<file path="config.mk">
export PLATFORM = sky130hd
export DESIGN_NAME = fetch_unit
export DESIGN_NICKNAME = d
export VERILOG_FILES = /design/src/rtl/fetch_pkg.sv /design/src/rtl/fetch_fifo.sv /design/src/rtl/fetch_unit.sv
export SDC_FILE = /design/constraint.sdc
export NUM_CORES = 1
export LEC_CHECK = 0
export ABC_AREA = 1
export CAP_MARGIN = 20
export CORE_MARGIN = 2
export CORE_UTILIZATION = 42
export CTS_CLUSTER_SIZE = 40
export DETAILED_ROUTE_END_ITERATION = 16
export PLACE_DENSITY = 0.66
export SLEW_MARGIN = 40
export SYNTH_ARGS = -nofsm -noshare
export SYNTH_HDL_FRONTEND = slang
export SYNTH_SLANG_ARGS = --single-unit
export TNS_END_PERCENT = 100
</file>
<file path="constraint.sdc">
create_clock -name clk_i -period 16.5 [get_ports clk_i]
set_clock_uncertainty 0.05 [all_clocks]
set_input_delay 4.95 -clock clk_i [delete_from_list [all_inputs] [get_ports clk_i]]
set_output_delay 4.95 -clock clk_i [all_outputs]
set_load 0.01 [all_outputs]
</file>
<file path="src/rtl/fetch_pkg.sv">
// Shared widths, queue entry type and FSM states for the instruction-fetch stage.
// The entry type is built from these widths, so change fetch widths here.
package fetch_pkg;

  localparam int ADDR_W     = 32;
  localparam int INST_W     = 32;
  localparam int INST_BYTES = 4;

  typedef struct packed {
    logic [ADDR_W-1:0] pc;
    logic [INST_W-1:0] inst;
  } fetch_entry_t;

  typedef enum logic {
    HALT = 1'b0,
    RUN  = 1'b1
  } fetch_state_t;

endpackage

</file>
<file path="src/rtl/fetch_fifo.sv">
// Small circular buffer of fetched {pc, inst} entries feeding decode.
// Flush empties the buffer and takes priority over a simultaneous push.
module fetch_fifo
  import fetch_pkg::*;
#(
  parameter int  DEPTH = 2,
  localparam int PTR_W = $clog2(DEPTH),
  localparam int CNT_W = $clog2(DEPTH) + 1
) (
  input  logic             clk_i,
  input  logic             rst_i,
  input  logic             push_i,
  input  logic             pop_i,
  input  logic             flush_i,
  input  fetch_entry_t     entry_i,
  output fetch_entry_t     head_o,
  output logic [CNT_W-1:0] count_o
);

  fetch_entry_t     mem_q [DEPTH];
  logic [PTR_W-1:0] wr_ptr_q, wr_ptr_d;
  logic [PTR_W-1:0] rd_ptr_q, rd_ptr_d;
  logic [CNT_W-1:0] count_q, count_d;
  logic             do_pop;

  assign do_pop = pop_i && (count_q != '0);

  always_comb begin
    wr_ptr_d = wr_ptr_q;
    rd_ptr_d = rd_ptr_q;
    count_d  = count_q;
    if (flush_i) begin
      wr_ptr_d = '0;
      rd_ptr_d = '0;
      count_d  = '0;
    end else begin
      if (push_i) wr_ptr_d = wr_ptr_q + PTR_W'(1);
      if (do_pop) rd_ptr_d = rd_ptr_q + PTR_W'(1);
      count_d = count_q + CNT_W'(push_i) - CNT_W'(do_pop);
    end
  end

  // Storage is cleared on reset so the head reads as zero until the first push.
  always_ff @(posedge clk_i or posedge rst_i) begin
    if (rst_i) begin
      wr_ptr_q <= '0;
      rd_ptr_q <= '0;
      count_q  <= '0;
      for (int i = 0; i < DEPTH; i++) mem_q[i] <= '0;
    end else begin
      wr_ptr_q <= wr_ptr_d;
      rd_ptr_q <= rd_ptr_d;
      count_q  <= count_d;
      if (push_i && !flush_i) mem_q[wr_ptr_q] <= entry_i;
    end
  end

  assign head_o  = mem_q[rd_ptr_q];
  assign count_o = count_q;

endmodule

</file>
<file path="src/rtl/fetch_unit.sv">
// Instruction-fetch stage: owns the fetch PC, issues ROM reads and buffers words for decode.
// Optional FETCH_PERF_EN adds delivered-instruction and redirect counters.
module fetch_unit #(
  parameter int                ADDR_W     = fetch_pkg::ADDR_W,
  parameter int                INST_W     = fetch_pkg::INST_W,
  parameter logic [ADDR_W-1:0] RESET_PC   = '0,
  parameter int                FIFO_DEPTH = 2
) (
  input  logic              clk_i,
  input  logic              rst_i,
  input  logic              fetch_en_i,
  output logic              rom_en_o,
  output logic [ADDR_W-1:0] rom_addr_o,
  input  logic [INST_W-1:0] rom_data_i,
  input  logic              redirect_valid_i,
  input  logic [ADDR_W-1:0] redirect_pc_i,
  output logic              inst_valid_o,
  input  logic              inst_ready_i,
  output logic [INST_W-1:0] inst_data_o,
`ifdef FETCH_PERF_EN
  output logic [31:0]       fetch_count_o,
  output logic [31:0]       redirect_count_o,
`endif
  output logic [ADDR_W-1:0] inst_pc_o
);

  import fetch_pkg::*;

  localparam int CNT_W  = $clog2(FIFO_DEPTH) + 1;
  localparam int CRED_W = CNT_W + 1;

  fetch_state_t      state_q;
  logic [ADDR_W-1:0] pc_q, pc_d;
  logic [ADDR_W-1:0] inflight_pc_q;
  logic              inflight_q;
  logic              issue, pop, credit_ok;
  logic [CNT_W-1:0]  fifo_count;
  fetch_entry_t      push_entry, head;

  assign inst_valid_o = (fifo_count != '0);
  assign pop          = inst_valid_o && inst_ready_i;

  // Buffered plus in-flight words must leave room for the read being issued now.
  assign credit_ok = (CRED_W'(fifo_count) + CRED_W'(inflight_q))
                   < (CRED_W'(FIFO_DEPTH) + CRED_W'(pop));
  assign issue     = (state_q == RUN) && !redirect_valid_i && credit_ok;

  always_comb begin
    pc_d = pc_q;
    if (redirect_valid_i)
      pc_d = redirect_pc_i & ~ADDR_W'(INST_BYTES - 1);
    else if (issue)
      pc_d = pc_q + ADDR_W'(INST_BYTES);
  end

  always_ff @(posedge clk_i or posedge rst_i) begin
    if (rst_i) begin
      state_q       <= HALT;
      pc_q          <= RESET_PC;
      inflight_q    <= 1'b0;
      inflight_pc_q <= '0;
    end else begin
      case (state_q)
        HALT:    if (fetch_en_i)  state_q <= RUN;
        RUN:     if (!fetch_en_i) state_q <= HALT;
        default: state_q <= HALT;
      endcase
      pc_q       <= pc_d;
      inflight_q <= issue;
      if (issue) inflight_pc_q <= pc_q;
    end
  end

  assign push_entry = '{pc: inflight_pc_q, inst: rom_data_i};

  fetch_fifo #(
    .DEPTH (FIFO_DEPTH)
  ) u_fifo (
    .clk_i   (clk_i),
    .rst_i   (rst_i),
    .push_i  (inflight_q),
    .pop_i   (pop),
    .flush_i (redirect_valid_i),
    .entry_i (push_entry),
    .head_o  (head),
    .count_o (fifo_count)
  );

  assign rom_en_o    = issue;
  assign rom_addr_o  = pc_q;
  assign inst_data_o = head.inst;
  assign inst_pc_o   = head.pc;

`ifdef FETCH_PERF_EN
  logic [31:0] fetch_count_q, redirect_count_q;

  always_ff @(posedge clk_i or posedge rst_i) begin
    if (rst_i) begin
      fetch_count_q    <= '0;
      redirect_count_q <= '0;
    end else begin
      if (pop)              fetch_count_q    <= fetch_count_q + 32'd1;
      if (redirect_valid_i) redirect_count_q <= redirect_count_q + 32'd1;
    end
  end

  assign fetch_count_o    = fetch_count_q;
  assign redirect_count_o = redirect_count_q;
`endif

endmodule

</file>
# --- Yosys cells after proc, flatten, opt, wreduce, memory -nomap -nowiden ---
# Index checks and enable logic that the tools add are counted.
word_totals:
  reg_bits: 198
  output_inout_bits: 98
op_classes:
  add_sub_neg: 7
  magnitude_cmp: 4
  muxes: 14
  n_bitwise: 2
  reduce_logical: 11
ops:
  columns: ["cell", "n"]
  rows:
  - ["$mux W64", 4]
  - ["$bwmux W128", 1]
  - ["$demux W64 S1", 1]
  - ["$mux W32", 2]
  - ["$add A32 B3 Y32 const B", 1]
  - ["$reduce_bool A2 Y1", 4]
  - ["$logic_and A1 B1 Y1", 6]
  - ["$mux W1", 5]
  - ["$ge A2 B2 Y1 const B", 2]
  - ["$not A1 Y2", 2]
  - ["$add A2 B1 Y3", 1]
  - ["$add A2 B1 Y3 const A", 1]
  - ["$lt A3 B3 Y1", 1]
  - ["$add A1 B1 Y1 const B", 2]
  - ["$add A2 B1 Y2", 1]
  - ["$lt A2 B1 Y1 const B", 1]
  - ["$mux W2", 1]
  - ["$sub A2 B1 Y2", 1]
  - ["$logic_not A1 Y1", 1]

# --- Longest topological paths before layout ---
logic_depth:
  depth_word: 7
  depth_mapped: 10
  mapped_depth_nobuf: 9

# --- Cells and area by module ---
# Synthesis repeated with hierarchy kept, for this count alone.
hier_totals:
  cells_unflattened: 1207
  area_unflattened_um2: 9761.9
by_module_without_submodules:
  columns: ["mod", "instances", "cells_each", "area_each_um2"]
  rows:
  - ["fetch_fifo", 1, 714, 6309.8]
  - ["fetch_unit", 1, 493, 3452.1]

# --- Least setup slack after synthesis ---
# No wires, ideal clock.
synth_path:
  path_type: "in2out"
  startpoint: "input redirect_valid_i"
  endpoint: "output rom_en_o"
  arrival_time_ps: 5649
  slack_ps: 5851
  cell_stages: 7
  path_buffers: 2
  cell_sequence: "buf_4 > inv_2 > nand2_1 > nor2_2 > nand2_2 > inv_4 > buf_6"
synth_via:
  elab_chain_len: 3
synth_lines:
  columns: ["element", "line", "rtl"]
  rows:
  - ["from (decl)", "fetch_unit.sv:15", "input logic redirect_valid_i,"]
  - ["$logic_not A1 Y1", "fetch_unit.sv:46", "assign issue = (state_q == RUN) && !redirect_valid_i && credit_ok;"]
  - ["$logic_and A1 B1 Y1 (2 in a row)", "fetch_unit.sv:46", null]
  - ["to (decl)", "fetch_unit.sv:12", "output logic rom_en_o,"]
# Every way passes these cells.

# --- Final worst setup path ---
# Same ends and word-level chain as after synthesis.

==> flow_summary.yaml <==
outcome:
  status: "complete, no violations"
global_routing:
  antenna_found_initial: 0
  gr-usage-met2_pct: 28.9
  grtUsageTotal_pct: 19.5
  grt_pass1_wl_um: 35000
  grt_use_met1_pct: 29.2
  grt_max_degree: 125
  grt_use_met3_pct: 3.73
  grt_overflow: 0
  first_global_vias: 6931
  grt-busiest-layer: "met1"
clock_tree:
  numCtsBuffers: 17
  clk_pin_slew_ps: 60
  htreeDepth: 4
  worstSkewPairLatency_ps: 430
  post_cts_resized: 0
  cts.sinks: 190
  cts_root_buf: "clkbuf_16"
  cts_hold_buf: 0
  cts_tree: "yes"
  post_cts_buffers: 0
  cts.path.max_buffers: 2
drt:
  routed_wl_um: 21300
  drc: 0
  wl_per_cell_um: 13.4
  dr.pass1.iters: 6
  drtAntennaViolNets: 0
  vias_per_cell: 4.77
  vias: 7593
  drtIter0Drc: 392
setup_path:
  startpoint_type: "input pin"
  r2r_slack_ps: 14240
  cp_data_arrival_time_ps: 7360
  critPathCaptureType: "primary output"
  r2r_cells: 9
  crit_required_ps: 11500
  critPathKind: "in2out"
  rr_endpoint: "rom_addr_o[26]"
  rr_startpoint: "inflight_q"
  cp_max_fo: 37
sta:
  hold_viol: 0
  tightest_slew_ps: 761
  grt_setup_unrepaired: "no"
  fin_hold_ws_ps: 431
  setup_violations: 0
  final_max_slew_viol_count: 0
  fmax_mhz: 80.9
  tns_ps: 0
  slew_headroom_pct: 49.3
  timing.final.crit_share_pct: 74.9
  fin_crit_ps: 12360
floorplanning:
  die_area_sq_um: 22800
  coreArea_sq_um: 21100
  io_pins: 167
  die_y_um: 151
  dieWidth_um: 151
  row_count: 53
  initial_core_util_pct: 43.0
yosys:
  ys_seq_area_share_pct: 52.4
  synthDistinctLibCells: 29
  synth_commonest_cells: "477 x nand2_1, 190 x dfrtp_1, 145 x o21ai_0, 117 x inv_1, 75 x nand3_1"
  synth.top_cells.by_area: "dfrtp_1 52%, nand2_1 20%, o21ai_0 8.0%, inv_1 4.8%, nand3_1 4.1%"
  yosys_warnings: 0
  yosys.area.top_type: "dfrtp_1"
  synth-edff-count: 0
  syn_area_sq_um: 9070
  synthFlopType: "dfrtp_1"
  postSynthAreaPerCell_sq_um: 7.70
  synth-seq-cells: 190
  yosysMostFrequentCell: "nand2_1"
  yosys.area.top_type_share_pct: 52.4
  async_reset_ff_share_pct: 100
  synth_cells: 1177
finish:
  seq_area_sq_um: 4760
  synthToLayoutAreaGrowth_pct: 25.7
  n_fill_cell: 2046
  num_antenna_cells: 0
  drive_above_1_share_pct: 5.01
  multi_input_area_sq_um: 3550
  num-nets-final: 1379
  post-route-util_pct: 54.0
  fin_area_sq_um: 11400
power:
  power.density_nw_per_um2: 158
  peakVddDrop_v: 0.0000674
  p_leak_uw: 0.00564
min_path:
  min_from: "inflight_pc_q[10]"
  worstHoldEndpoint: "inflight_pc_q[10]"
  worstHoldPathType: "reg2reg"
  min_path_cells: 2
placement:
  gp_congestion: 0.934
  dpl.hpwl_um: 13800
  placed_cell_area_sq_um: 10800
  port_buffers: 160
run:
  drv_cap: 0
## cell families (layout without fill, tap and decap cells)
kind of cell | count (synthesis) | in the layout | synth area share, %
AOI/OAI and AO/OA | 177 | 177 | 9.80
xor gates and xnor gates | 5 | 5 | 0.483
adders and majority gates | 5 | 5 | 0.690
buffers and inverters | 183 | 321 | 8.69
DFF | 190 | 190 | 52.4
other | 1 | 4 | 0.0414
and+or+nand+nor | 616 | 616 | 27.9
## layer usage
metal | share of wire (%) | wire [um] | vias to the layer above
met1 | 50 | 10800 | 3446
met3 | 4.9 | 1050 | 15
li1 | - | - | 3914
met2 | 43 | 9250 | 218
met4 | 1.2 | 261 | 0
met5 | 0 | 0 | -
## placed cells by master (no fill, tap or decap), types with 2 or more instances in the layout
master | Yosys | final
xor2_1 | 3 | 3
ha_1 | 5 | 5
clkbuf_16 | 0 | 17
clkbuf_8 | 0 | 4
clkinv_4 | 0 | 2
clkdlybuf4s50_1 | 0 | 160
bufinv_16 | 0 | 3
buf_4 | 13 | 6
inv_2 | 3 | 3
clkbuf_1 | 28 | 3
nand2_1 | 477 | 476
o21ai_0 | 145 | 145
nor2_2 | 5 | 5
dfrtp_1 | 190 | 189
nand3_1 | 75 | 75
clkinv_2 | 0 | 3
conb_1 | 1 | 4
nand2_4 | 2 | 3
nand2_2 | 7 | 7
clkinvlp_4 | 0 | 2
o21ai_1 | 23 | 23
inv_1 | 117 | 116
nor2_1 | 39 | 39
a21oi_1 | 8 | 8
xnor2_1 | 2 | 2
nor2_4 | 6 | 6
## flip-flops by register name, summed over array words and instances, names as in the netlist
register / count
inflight_pc_q: 30
u_fifo.wr_ptr_q: 1
state_q: 1
rom_addr_o: 30
u_fifo.rd_ptr_q: 1
inflight_q: 1
u_fifo.mem_q: 124
u_fifo.count_o: 2
## metrics by stage
stage / instances / power [uW] / setup slack, ps
6_report: 1593 / 1800 / 4140
2_1_floorplan: 1180 / 1090 / 5850
4_1_cts: 1593 / 1820 / 4110
3_5_place_dp: 1561 / 1390 / 4130
3_3_place_gp: 1561 / 1380 / 4130
5_1_grt: 1593 / 1940 / 3980
## power breakdown
| group | internal (uW) | switching [uW] |
|---|---|---|
| Clock | 246 | 172 |
| Combinational | 303 | 330 |
| Sequential | 636 | 109 |
| Total | 1180 | 610 |
## critical path, stage by stage
cell             delay (ps)
clkdlybuf4s50_1         400
buf_4                   250
inv_2                   480
nand2_1                 120
nor2_2                  120
nand2_2                  90
inv_4                   300
clkdlybuf4s50_1         630
## final cells by class
type / instances / area share (%)
clock buffers: 22 / 4.07
clock inverters: 10 / 1.21
inverters: 121 / 4.12
multi-input cells: 807 / 31.2
flip-flops and latches: 190 / 41.7
well taps: 275 / 3.02
repair buffers: 168 / 14.7
## worst max-delay path by stage
stage | to | slack, ps | startpoint | cells after the start
5_1_grt | rom_en_o | 3980 | redirect_valid_i | 8
6_report | rom_en_o | 4140 | redirect_valid_i | 8
3_5_place_dp | rom_en_o | 4130 | redirect_valid_i | 8
2_1_floorplan | rom_en_o | 5850 | redirect_valid_i | 7
4_1_cts | rom_en_o | 4110 | redirect_valid_i | 8
3_3_place_gp | rom_en_o | 4130 | redirect_valid_i | 8
Note: power is estimated with default switching activity, not from simulation.
